**src/rtl/des_sbox_engine.sv**
```systemverilog
`default_nettype none
// ============================================================================
//  Module   : des_sbox_engine (with helper des_sbox_lut)
//  Purpose  : DES f-function substitution stage. Pushes the 48-bit key-mixed
//             expansion output through S1..S8 and returns the 32-bit result,
//             optionally P-permuted. SBOX_PER_CYCLE boxes are evaluated per
//             cycle, so one block takes N = 8/SBOX_PER_CYCLE RUN cycles.
//  Ports    : clk, rst_n (async, active-low)
//             in_valid/in_ready/in_data[47:0]    - block input handshake
//             out_valid/out_ready/out_data[31:0] - result output handshake
//             busy                               - high in RUN or DONE
//  Revision : 1.0 - initial release
// ============================================================================

// ----------------------------------------------------------------------------
//  des_sbox_lut : one DES S-box. SBOX_ID 0..7 selects S1..S8.
//  Ports: i_idx[5:0] raw 6-bit chunk, o_val[3:0] substituted nibble.
// ----------------------------------------------------------------------------
module des_sbox_lut #(
  parameter int SBOX_ID = 0
) (
  input  logic [5:0] i_idx,
  output logic [3:0] o_val
);
  // Tables in row-major reading order: entry 0 sits in the top nibble.
  localparam logic [255:0] c_s1 = 256'hE4D12FB83A6C5907_0F74E2D1A6CB9538_41E8D62BFC973A50_FC8249175B3EA06D;
  localparam logic [255:0] c_s2 = 256'hF18E6B34972DC05A_3D47F28EC01A69B5_0E7BA4D158C6932F_D8A13F42B67C05E9;
  localparam logic [255:0] c_s3 = 256'hA09E63F51DC7B428_D709346A285ECBF1_D6498F30B12C5AE7_1AD069874FE3B52C;
  localparam logic [255:0] c_s4 = 256'h7DE3069A1285BC4F_D8B56F03472C1AE9_A690CB7DF13E5284_3F06A1D8945BC72E;
  localparam logic [255:0] c_s5 = 256'h2C417AB6853FD0E9_EB2C47D150FA3986_421BAD78F9C5630E_B8C71E2D6F09A453;
  localparam logic [255:0] c_s6 = 256'hC1AF92680D34E75B_AF427C9561DE0B38_9EF528C3704A1DB6_432C95FABE17608D;
  localparam logic [255:0] c_s7 = 256'h4B2EF08D3C975A61_D0B7491AE35C2F86_14BDC37EAF680592_6BD814A7950FE23C;
  localparam logic [255:0] c_s8 = 256'hD2846FB1A93E50C7_1FD8A374C56B0E92_7B419CE206ADF358_21E74A8DFC90356B;

  localparam logic [255:0] c_tab =
      (SBOX_ID == 0) ? c_s1 : (SBOX_ID == 1) ? c_s2 :
      (SBOX_ID == 2) ? c_s3 : (SBOX_ID == 3) ? c_s4 :
      (SBOX_ID == 4) ? c_s5 : (SBOX_ID == 5) ? c_s6 :
      (SBOX_ID == 6) ? c_s7 : c_s8;

  // Row is the outer bit pair {5,0}, column the middle four bits.
  logic [5:0] w_addr;
  assign w_addr = {i_idx[5], i_idx[0], i_idx[4:1]};
  assign o_val  = c_tab[255 - 4*int'(w_addr) -: 4];
endmodule

// ----------------------------------------------------------------------------
//  des_sbox_engine : top level
// ----------------------------------------------------------------------------
module des_sbox_engine #(
  parameter int SBOX_PER_CYCLE = 8,
  parameter bit OUT_PERM       = 1'b1
) (
  input  logic        clk,
  input  logic        rst_n,
  input  logic        in_valid,
  output logic        in_ready,
  input  logic [47:0] in_data,
  output logic        out_valid,
  input  logic        out_ready,
  output logic [31:0] out_data,
  output logic        busy
);
  localparam int N  = 8 / SBOX_PER_CYCLE;
  localparam int GW = (N > 1) ? $clog2(N) : 1;

  // DES P table: output bit i (1 = MSB) takes input bit c_p_tab[i-1].
  localparam int c_p_tab [32] = '{16, 7, 20, 21, 29, 12, 28, 17,
                                   1, 15, 23, 26,  5, 18, 31, 10,
                                   2,  8, 24, 14, 32, 27,  3,  9,
                                  19, 13, 30,  6, 22, 11,  4, 25};

  typedef enum logic [1:0] {
    S_IDLE = 2'd0,
    S_RUN  = 2'd1,
    S_DONE = 2'd2
  } state_t;

  state_t        r_state;
  state_t        w_state_nxt;
  logic [GW-1:0] r_grp;
  logic [47:0]   r_in;
  logic [31:0]   r_res;
  logic          w_accept;
  logic          w_last_grp;

  logic [5:0]    w_chunk [SBOX_PER_CYCLE];
  logic [3:0]    w_lut   [8];
  logic [3:0]    w_pos   [SBOX_PER_CYCLE];

  assign w_accept   = in_valid && in_ready;
  assign w_last_grp = (r_grp == GW'(N - 1));

  // Column j of group g handles box g*SBOX_PER_CYCLE+j; the column's chunk
  // is steered by grp so the active box always sees its own six bits.
  always_comb begin
    for (int j = 0; j < SBOX_PER_CYCLE; j++) begin
      w_chunk[j] = r_in[47 - 6*(int'(r_grp)*SBOX_PER_CYCLE + j) -: 6];
    end
  end

  for (genvar j = 0; j < SBOX_PER_CYCLE; j++) begin : g_col
    for (genvar g = 0; g < N; g++) begin : g_grp
      des_sbox_lut #(.SBOX_ID(g*SBOX_PER_CYCLE + j)) u_lut (
        .i_idx (w_chunk[j]),
        .o_val (w_lut[g*SBOX_PER_CYCLE + j])
      );
    end
    assign w_pos[j] = w_lut[int'(r_grp)*SBOX_PER_CYCLE + j];
  end

  // State register
  always_ff @(posedge clk or negedge rst_n) begin
    if (!rst_n) r_state <= S_IDLE;
    else        r_state <= w_state_nxt;
  end

  // Next state and handshake outputs
  always_comb begin
    w_state_nxt = r_state;
    in_ready    = 1'b0;
    out_valid   = 1'b0;
    case (r_state)
      S_IDLE: begin
        in_ready = 1'b1;
        if (in_valid) w_state_nxt = S_RUN;
      end
      S_RUN: begin
        if (w_last_grp) w_state_nxt = S_DONE;
      end
      S_DONE: begin
        out_valid = 1'b1;
        if (out_ready) w_state_nxt = S_IDLE;
      end
      default: w_state_nxt = S_IDLE;
    endcase
  end

  assign busy = !in_ready;

  // Datapath: input latch, group counter, nibble-wise result writes
  always_ff @(posedge clk or negedge rst_n) begin
    if (!rst_n) begin
      r_grp <= '0;
      r_in  <= '0;
      r_res <= '0;
    end else begin
      if (w_accept) begin
        r_in  <= in_data;
        r_res <= '0;
        r_grp <= '0;
      end else if (r_state == S_RUN) begin
        for (int j = 0; j < SBOX_PER_CYCLE; j++) begin
          r_res[31 - 4*(int'(r_grp)*SBOX_PER_CYCLE + j) -: 4] <= w_pos[j];
        end
        r_grp <= w_last_grp ? '0 : r_grp + 1'b1;
      end
    end
  end

  function automatic logic [31:0] p_perm(input logic [31:0] d);
    logic [31:0] v;
    v = '0;
    for (int i = 0; i < 32; i++) v[31 - i] = d[32 - c_p_tab[i]];
    return v;
  endfunction

  // P is pure wiring off the result register, so it adds no latency.
  if (OUT_PERM) begin : g_perm
    assign out_data = p_perm(r_res);
  end else begin : g_raw
    assign out_data = r_res;
  end
endmodule
`default_nettype wire
```
**config.mk**
```make
export PLATFORM = sky130hd
export DESIGN_NAME = des_sbox_engine
export DESIGN_NICKNAME = d
export VERILOG_FILES = /design/src/rtl/des_sbox_engine.sv
export SDC_FILE = /design/constraint.sdc
export NUM_CORES = 1
export LEC_CHECK = 0
export CAP_MARGIN = 25
export CELL_PAD_IN_SITES_DETAIL_PLACEMENT = 0
export CELL_PAD_IN_SITES_GLOBAL_PLACEMENT = 1
export CORE_AREA = 2 2 142 144
export CTS_BUF_LIST = sky130_fd_sc_hd__clkbuf_2 sky130_fd_sc_hd__clkbuf_4 sky130_fd_sc_hd__clkbuf_8
export DETAILED_ROUTE_END_ITERATION = 10
export DIE_AREA = 0 0 144 146
export PLACE_DENSITY_LB_ADDON = 0.05
export SYNTH_ARGS = -nofsm -noshare
export SYNTH_HDL_FRONTEND = slang
export SYNTH_SLANG_ARGS = --single-unit
```
**constraint.sdc**
```tcl
create_clock -name clk -period 2.3 [get_ports clk]
set_clock_uncertainty 0.2 [all_clocks]
set_input_delay 0.46 -clock clk [delete_from_list [all_inputs] [get_ports clk]]
set_output_delay 0.46 -clock clk [all_outputs]
set_load 0.01 [all_outputs]
```
* After elaboration in Yosys (flattened, before gate mapping)
Cells that the tools add are included.
** Storage, ports and cells
- Bits in registers :: 83
- Output and inout port bits :: 35
- Word-level logic and storage cells :: 153
** Cells by class
- Add/sub/neg operators :: 40
- Multipliers :: 8
- $lt $le $gt $ge :: 8
- Equality and inequality tests :: 5
- Shifts and indexed selects :: 32
- Multiplexer cells :: 43
- Bitwise operators :: 8
- Reductions and logical operators :: 5
** Operators by type and width (count)
- 259-bit by 32-bit variable part select with 4-bit output, first input constant :: 8
- 53-bit by 32-bit variable part select with 6-bit output :: 7
- 4-bit by 33-bit variable shift with 35-bit output, first input constant :: 8
- 4-bit by 33-bit variable part select with 35-bit output :: 8
- 32-bit bitwise mux :: 8
- 32-bit by 4-bit greater-or-equal comparator with 1-bit output, second input constant :: 8
- 8-bit negation with 33-bit output :: 7
- 3-bit by 32-bit multiplier with 31-bit output, first input constant :: 7
- 32-bit NOT :: 7
- 7-bit by 32-bit subtractor with 32-bit output, first input constant :: 7
- 4-bit binary-select mux with 3-bit select :: 8
- 8-bit by 8-bit subtractor with 9-bit output, first input constant :: 8
- 32-bit two-way mux :: 2
- 4-bit two-way mux :: 16
- 5-bit by 7-bit subtractor with 8-bit output, first input constant :: 7
- 53-bit by 8-bit variable part select with 6-bit output :: 1
- 7-bit negation with 33-bit output :: 1
- 4-bit NOT with 32-bit output :: 1
- 4-bit by 3-bit adder with 5-bit output, second input constant :: 4
- 4-bit by 2-bit adder with 5-bit output, second input constant :: 2
- 6-bit by 7-bit subtractor with 8-bit output, first input constant :: 1
- 5-bit by 6-bit subtractor with 7-bit output, first input constant :: 1
- 2-bit two-way mux :: 3
- 2-bit != test, second input constant :: 3
- other kinds (12) :: 16

* Longest topological paths before layout
- Depth after elaboration :: 20
- Mapped depth :: 9
- Gate-level depth less buffers :: 7

* Modules after synthesis
A second synthesis with hierarchy kept.
** Unflattened totals
- Cells, all modules :: 857
- Area, all modules :: 8105.3 sq um
** Modules (own cells, without submodules)
- des_sbox_engine :: instances 1, cells an instance 182, area each 2989.1 sq um, sequential area each 2052.0 sq um
- des_sbox_lut at g_col[5].g_grp[0].u_lut :: instances 1, cells an instance 89, area each 683.2 sq um, sequential area each 0.0 sq um
- des_sbox_lut at g_col[7].g_grp[0].u_lut :: instances 1, cells an instance 95, area each 674.4 sq um, sequential area each 0.0 sq um
- des_sbox_lut at g_col[0].g_grp[0].u_lut :: instances 1, cells an instance 89, area each 668.1 sq um, sequential area each 0.0 sq um
- des_sbox_lut at g_col[4].g_grp[0].u_lut :: instances 1, cells an instance 86, area each 660.6 sq um, sequential area each 0.0 sq um
- des_sbox_lut at g_col[6].g_grp[0].u_lut :: instances 1, cells an instance 79, area each 659.4 sq um, sequential area each 0.0 sq um
- des_sbox_lut at g_col[1].g_grp[0].u_lut :: instances 1, cells an instance 88, area each 630.6 sq um, sequential area each 0.0 sq um
- des_sbox_lut at g_col[3].g_grp[0].u_lut :: instances 1, cells an instance 77, area each 574.3 sq um, sequential area each 0.0 sq um
- des_sbox_lut at g_col[2].g_grp[0].u_lut :: instances 1, cells an instance 72, area each 565.5 sq um, sequential area each 0.0 sq um

* Least setup slack after synthesis
No wires, ideal clock.
- Kind :: reg-to-reg
- Start :: reg r_in[1]
- End :: reg r_res[0]
- Arrival :: 2.116 ns
- Data required time :: 1.961 ns
- Path slack :: -0.155 ns
- Cell stages (with the launch flop) :: 9
- Clock period less this slack :: 2.455 ns
- Path through :: dfrtp_1 clkbuf_1 inv_1 ha_1 clkbuf_1 mux2_2 or3_1 nand4_1 o2111ai_1
** Between the ends
- Word-level cells in the longest chain between the ends :: 17
- Elaborated cells on any way between the ends :: 66
- Those cells by class :: 8 x add/sub; 24 x shift; 34 x mux
** RTL lines
- from (decl) :: line 82 : logic [47:0] r_in;
- from (signal assigned) :: line 149 : r_in <= in_data;
- 53-bit by 32-bit variable part select with 6-bit output or 53-bit by 8-bit variable part select with 6-bit output (tied branches) :: line 98 : w_chunk[j] = r_in[47 - 6*(int'(r_grp)*SBOX_PER_CYCLE + j) -: 6];
- 8-bit by 8-bit subtractor with 9-bit output :: line 44 : assign o_val = c_tab[255 - 4*int'(w_addr) -: 4];
- 259-bit by 32-bit variable part select with 4-bit output :: line 44
- 4-bit binary-select mux with 3-bit select :: line 109 : assign w_pos[j] = w_lut[int'(r_grp)*SBOX_PER_CYCLE + j];
- 4-bit two-way mux (implied by the code) (2 in series) :: line 109
- 4-bit by 33-bit variable part select with 35-bit output :: line 154 : r_res[31 - 4*(int'(r_grp)*SBOX_PER_CYCLE + j) -: 4] <= w_pos[j];
- 32-bit bitwise mux (7 in series) :: line 154
- 32-bit bitwise mux * :: line 154
- 32-bit two-way mux * :: line 152 : end else if (r_state == S_RUN) begin
- 32-bit two-way mux * :: line 148 : if (w_accept) begin
- to (signal, indexed assignment) :: line 154
- to (decl) :: line 83 : logic [31:0] r_res;
Every way passes the cells marked *; elsewhere a longest branch is shown, timed or not. The select of a mux whose other input is x is not followed.
A chain may end at the register's enable or synchronous reset.

* Worst setup path in the final report
- Start :: reg r_state[0]
- End :: out out_valid
** Between the ends
- Word-level cells in the longest chain between the ends :: 2
** RTL lines
- from (decl) :: line 79 : state_t r_state;
- from (signal assigned) :: line 115 : else r_state <= w_state_nxt;
- 2-bit equality test :: line 123 : case (r_state)
- 1-bit two-way mux :: line 123
- to (decl) :: line 59 : output logic out_valid,
Every way passes these cells.

==> run_summary.xml <==
<?xml version="1.0" encoding="UTF-8"?>
<metrics>
  <group name="floorplan">
    <metric name="core_area" unit="mm2">0.0193</metric>
    <metric name="fp_rows" unit="">51</metric>
    <metric name="die_h" unit="um">146</metric>
    <metric name="die_width" unit="um">144</metric>
    <metric name="floorplan.die_area" unit="mm2">0.0210</metric>
    <metric name="initial_core_utilization" unit="%">40.0</metric>
    <metric name="design.portCount" unit="">87</metric>
  </group>
  <group name="cells_and_area">
    <metric name="final-seq-area" unit="mm2">0.00206</metric>
    <metric name="antenna_diode_count" unit="">0</metric>
    <metric name="nets" unit="">1177</metric>
    <metric name="drive_gt1_share" unit="%">12.3</metric>
    <metric name="multi_input_comb_area" unit="mm2">0.00512</metric>
    <metric name="finish.cell_count_without_fillers" unit="">1333</metric>
    <metric name="n_fill_cell" unit="">1962</metric>
    <metric name="areaGrowthSynthToFinish" unit="%">21.9</metric>
  </group>
  <group name="clocking">
    <metric name="clock-sinks" unit="">82</metric>
    <metric name="cts_inserted_buffers" unit="">9</metric>
    <metric name="clock_tree.root_cell" unit="">sky130_fd_sc_hd__clkbuf_8</metric>
    <metric name="clk-insertion-delay-late" unit="ns">0.38</metric>
    <metric name="post_cts.repair.setup_buffers" unit="">0</metric>
    <metric name="max-clock-path-buffers" unit="">2</metric>
    <metric name="cts_tree" unit="">done</metric>
    <metric name="worst_setup_hold_path_clk_slew" unit="ns">0.08</metric>
    <metric name="clock_tree.htree_level_count" unit="">3</metric>
  </group>
  <group name="flow_run">
    <metric name="drv.max_cap_violation_count" unit="">0</metric>
  </group>
  <group name="global_routing">
    <metric name="grt_pass1_vias" unit="">6744</metric>
    <metric name="number_of_antenna_violations_at_the_first_check_in_global_routing" unit="">0</metric>
    <metric name="globalRoute.totalOverflow" unit="">0</metric>
    <metric name="grtUsageTotal" unit="%">20.7</metric>
    <metric name="grt_first_pass_wirelength" unit="um">35400</metric>
    <metric name="grt_max_degree" unit="">56</metric>
  </group>
  <group name="drt">
    <metric name="remaining_drc_errors" unit="">0</metric>
    <metric name="postRouteWirelength" unit="um">21100</metric>
    <metric name="ant_nets" unit="">0</metric>
    <metric name="drt_pre_antenna_iters" unit="">4</metric>
    <metric name="top_layer_used" unit="">met4</metric>
    <metric name="wl_met1" unit="um">10700</metric>
    <metric name="dr_total_vias" unit="">7252</metric>
    <metric name="sum_of_met3_wire_segment_lengths_after_detailed_routing" unit="um">662</metric>
    <metric name="routed_via_density" unit="">5.44</metric>
    <metric name="route.detailed.wl_per_inst" unit="um">15.9</metric>
    <metric name="drtIter0Drc" unit="">474</metric>
    <metric name="routed-wl-met2" unit="um">9570</metric>
  </group>
  <group name="timing">
    <metric name="finalHoldWorstSlack" unit="ns">0.278</metric>
    <metric name="grt_setup_unrepaired" unit="">false</metric>
    <metric name="fin_crit_sh" unit="%">97.5</metric>
    <metric name="final_period_minus_worst_setup_slack" unit="ns">2.24</metric>
    <metric name="max-slew-margin-rel" unit="%">60.7</metric>
    <metric name="timing.fmax" unit="MHz">446</metric>
    <metric name="setup_slack" unit="ns">0.0577</metric>
    <metric name="final-max-slew-violation-count" unit="">0</metric>
    <metric name="timing_worst_slew_pin_value" unit="ns">0.590</metric>
    <metric name="timing.final.hold_violations" unit="">0</metric>
    <metric name="final-setup-viol-count" unit="">0</metric>
  </group>
  <group name="critical_path">
    <metric name="timing.critical_path.slowest_cell_delay" unit="ns">0.52</metric>
    <metric name="critical_path.max_fanout" unit="">5</metric>
    <metric name="slowest_cell_on_the_critical_path" unit="">sky130_fd_sc_hd__clkdlybuf4s50_1</metric>
    <metric name="worstSetupEndpointType" unit="">primary output</metric>
    <metric name="critPathArrivalTime" unit="ns">1.58</metric>
    <metric name="worst_path_bufs_invs" unit="">2</metric>
    <metric name="critPathKind" unit="">flip-flop to primary output</metric>
    <metric name="crit_required" unit="ns">1.64</metric>
    <metric name="cp_cell_sequence" unit="">nand2b_4, inv_1, clkdlybuf4s50_1</metric>
    <metric name="worst_setup_path_start_kind" unit="">flip-flop</metric>
    <metric name="path_delay_family" unit="">buffers and inverters</metric>
  </group>
  <group name="synthesis">
    <metric name="seq_area_frac_synth" unit="%">26.6</metric>
    <metric name="post-synth-top-area-fraction" unit="%">26.6</metric>
    <metric name="synth.cell_area" unit="mm2">0.00772</metric>
    <metric name="syn_avg_cell_area" unit="um2">7.91</metric>
    <metric name="synth_edf_count" unit="">0</metric>
    <metric name="synthDistinctLibCells" unit="">64</metric>
    <metric name="synth_top_flop_cell" unit="">sky130_fd_sc_hd__dfrtp_1</metric>
    <metric name="synth_largest_area_cell" unit="">sky130_fd_sc_hd__dfrtp_1</metric>
    <metric name="async_reset_ff_share" unit="%">100</metric>
    <metric name="synth.net_count" unit="">1091</metric>
    <metric name="netlist_top_cells_area" unit="">sky130_fd_sc_hd__dfrtp_1 27%, sky130_fd_sc_hd__ha_1 10%, sky130_fd_sc_hd__nand2_1 7.6%</metric>
    <metric name="ys.warnings.count" unit="">0</metric>
    <metric name="yosys_register_bits" unit="">82</metric>
    <metric name="synthesis.instances" unit="">977</metric>
  </group>
  <group name="power_and_ir_drop">
    <metric name="power" unit="uW">14300</metric>
    <metric name="p_leak" unit="uW">0.00401</metric>
    <metric name="peakVddDrop" unit="uV">540</metric>
    <metric name="power.density" unit="mW/mm2">1520</metric>
  </group>
  <group name="placement">
    <metric name="preCtsSetupSlack" unit="ns">0.164</metric>
    <metric name="detailed_place_hpwl" unit="um">15300</metric>
    <metric name="dpl.cell_count" unit="">1316</metric>
    <metric name="gpl_congestion" unit="">0.910</metric>
    <metric name="numPortBuffers" unit="">86</metric>
  </group>
  <group name="min_path">
    <metric name="min_delay_path_class" unit="">flip-flop to flip-flop</metric>
  </group>
  <group name="outcome">
    <metric name="status" unit="">complete, no violations</metric>
  </group>
</metrics>
==> synthesized netlist by cell type, types with 7 or more instances <==
cell                        count
sky130_fd_sc_hd__dfrtp_1       82
sky130_fd_sc_hd__nor3_1        13
sky130_fd_sc_hd__a211o_1        9
sky130_fd_sc_hd__a31oi_1       11
sky130_fd_sc_hd__nor3b_1        9
sky130_fd_sc_hd__xnor2_1       11
sky130_fd_sc_hd__a21oi_1       58
sky130_fd_sc_hd__mux4_2        13
sky130_fd_sc_hd__buf_1          7
sky130_fd_sc_hd__nor2_1        50
sky130_fd_sc_hd__nand2b_1      21
sky130_fd_sc_hd__xor2_1        13
sky130_fd_sc_hd__o21ai_0       96
sky130_fd_sc_hd__mux2i_1       18
sky130_fd_sc_hd__inv_1         45
sky130_fd_sc_hd__a21o_1         8
sky130_fd_sc_hd__nand2_1      156
sky130_fd_sc_hd__buf_2         38
sky130_fd_sc_hd__nor2b_1       26
sky130_fd_sc_hd__a211oi_1      18
sky130_fd_sc_hd__o2111ai_1      8
sky130_fd_sc_hd__o211ai_1      23
sky130_fd_sc_hd__o311ai_0       9
sky130_fd_sc_hd__nand3_1       13
sky130_fd_sc_hd__nand3b_1       8
sky130_fd_sc_hd__clkbuf_1      43
sky130_fd_sc_hd__a221oi_1       8
sky130_fd_sc_hd__ha_1          62
sky130_fd_sc_hd__a32o_1         7
==> power breakdown <==
group	switching [uW]	internal (uW)	total [uW]
sequential	1000	2070	3070
combinational	5340	4740	10100
clock	567	598	1170
==> flip-flops by register name (all words and copies together), names as in the netlist <==
name	flops
r_res	32
r_in	48
r_state	2
==> final cells by class <==
cell class / count / area share, %
clock buffers: 14 / 1.85
repair buffers: 166 / 16.1
clock inverters: 2 / 0.372
multi-input cells: 755 / 54.4
flip-flops and latches: 82 / 21.8
inverters: 49 / 1.99
well taps: 265 / 3.52
==> layer usage <==
layer / track usage (%) / up-vias
li1: - / 3684
met1: 30.9 / 3435
met2: 31.6 / 114
met3: 2.93 / 19
met4: 4.51 / 0
met5: 0 / -
==> stage by stage <==
| stage | TNS [ns] | utilization, % | area [um2] |
|---|---|---|---|
| after global placement | 0 | 47.5 | 9180 |
| final | 0 | 48.7 | 9420 |
| after global routing | 0 | 48.7 | 9420 |
| after detailed placement | 0 | 47.5 | 9180 |
| after floorplan | -0.0175 | - | 7770 |
| after CTS | 0 | 48.6 | 9410 |
==> what timing repair did <==
item,4_1_cts,5_1_grt
hold buffers,1,0
resized for setup,2,5
hold endpoints to repair,27,0
setup endpoints to repair,3,5
==> layout by cell type (no fill, tap or decap), types with 9 or more instances in the layout <==
cell / instances
sky130_fd_sc_hd__a211o_1: 9
sky130_fd_sc_hd__a211oi_1: 18
sky130_fd_sc_hd__a21oi_1: 58
sky130_fd_sc_hd__a31oi_1: 11
sky130_fd_sc_hd__buf_4: 76
sky130_fd_sc_hd__clkbuf_8: 11
sky130_fd_sc_hd__clkdlybuf4s50_1: 85
sky130_fd_sc_hd__dfrtp_1: 79
sky130_fd_sc_hd__ha_1: 61
sky130_fd_sc_hd__inv_1: 43
sky130_fd_sc_hd__mux2i_1: 18
sky130_fd_sc_hd__mux4_2: 13
sky130_fd_sc_hd__nand2_1: 156
sky130_fd_sc_hd__nand2b_1: 20
sky130_fd_sc_hd__nand3_1: 13
sky130_fd_sc_hd__nor2_1: 49
sky130_fd_sc_hd__nor2b_1: 25
sky130_fd_sc_hd__nor3_1: 13
sky130_fd_sc_hd__nor3b_1: 9
sky130_fd_sc_hd__o211ai_1: 23
sky130_fd_sc_hd__o21ai_0: 96
sky130_fd_sc_hd__o311ai_0: 9
sky130_fd_sc_hd__xnor2_1: 11
sky130_fd_sc_hd__xor2_1: 13
==> kinds of logic after synthesis <==
logic type | share of synthesized area (%)
simple gates | 19.4
compound gates | 26.9
buf+inv | 7.61
flops | 26.6
fa+ha+maj | 10.0
mux | 6.85
xor+xnor | 2.72
==> worst register-to-register path, stage by stage, from the launching register on <==
cell and delay (ns):
sky130_fd_sc_hd__dfrtp_1 0.35, sky130_fd_sc_hd__inv_1 0.08, sky130_fd_sc_hd__ha_1 0.43, sky130_fd_sc_hd__mux4_2 0.49, sky130_fd_sc_hd__and2_1 0.17, sky130_fd_sc_hd__a311oi_1 0.19, sky130_fd_sc_hd__o21ai_0 0.12
==> final timing paths <==
path | start | end | slack [ns] | cells past startpoint
setup / recovery | r_state[0]$_DFFE_PN0P_ | out_valid | 0.06 | 3
hold / removal | r_res[20]$_DFFE_PN0P_ | r_res[20]$_DFFE_PN0P_ | 0.28 | 1
setup reg to reg | r_in[8]$_DFFE_PN0P_ | r_res[7]$_DFFE_PN0P_ | 0.15 | 6
hold reg to reg | r_res[20]$_DFFE_PN0P_ | r_res[20]$_DFFE_PN0P_ | 0.28 | 1
max in group asynchronous | rst_n | r_in[37]$_DFFE_PN0P_ | 0.99 | 3
min in group asynchronous | rst_n | r_res[4]$_DFFE_PN0P_ | 0.37 | 2
(Power assumes the default switching activity.)
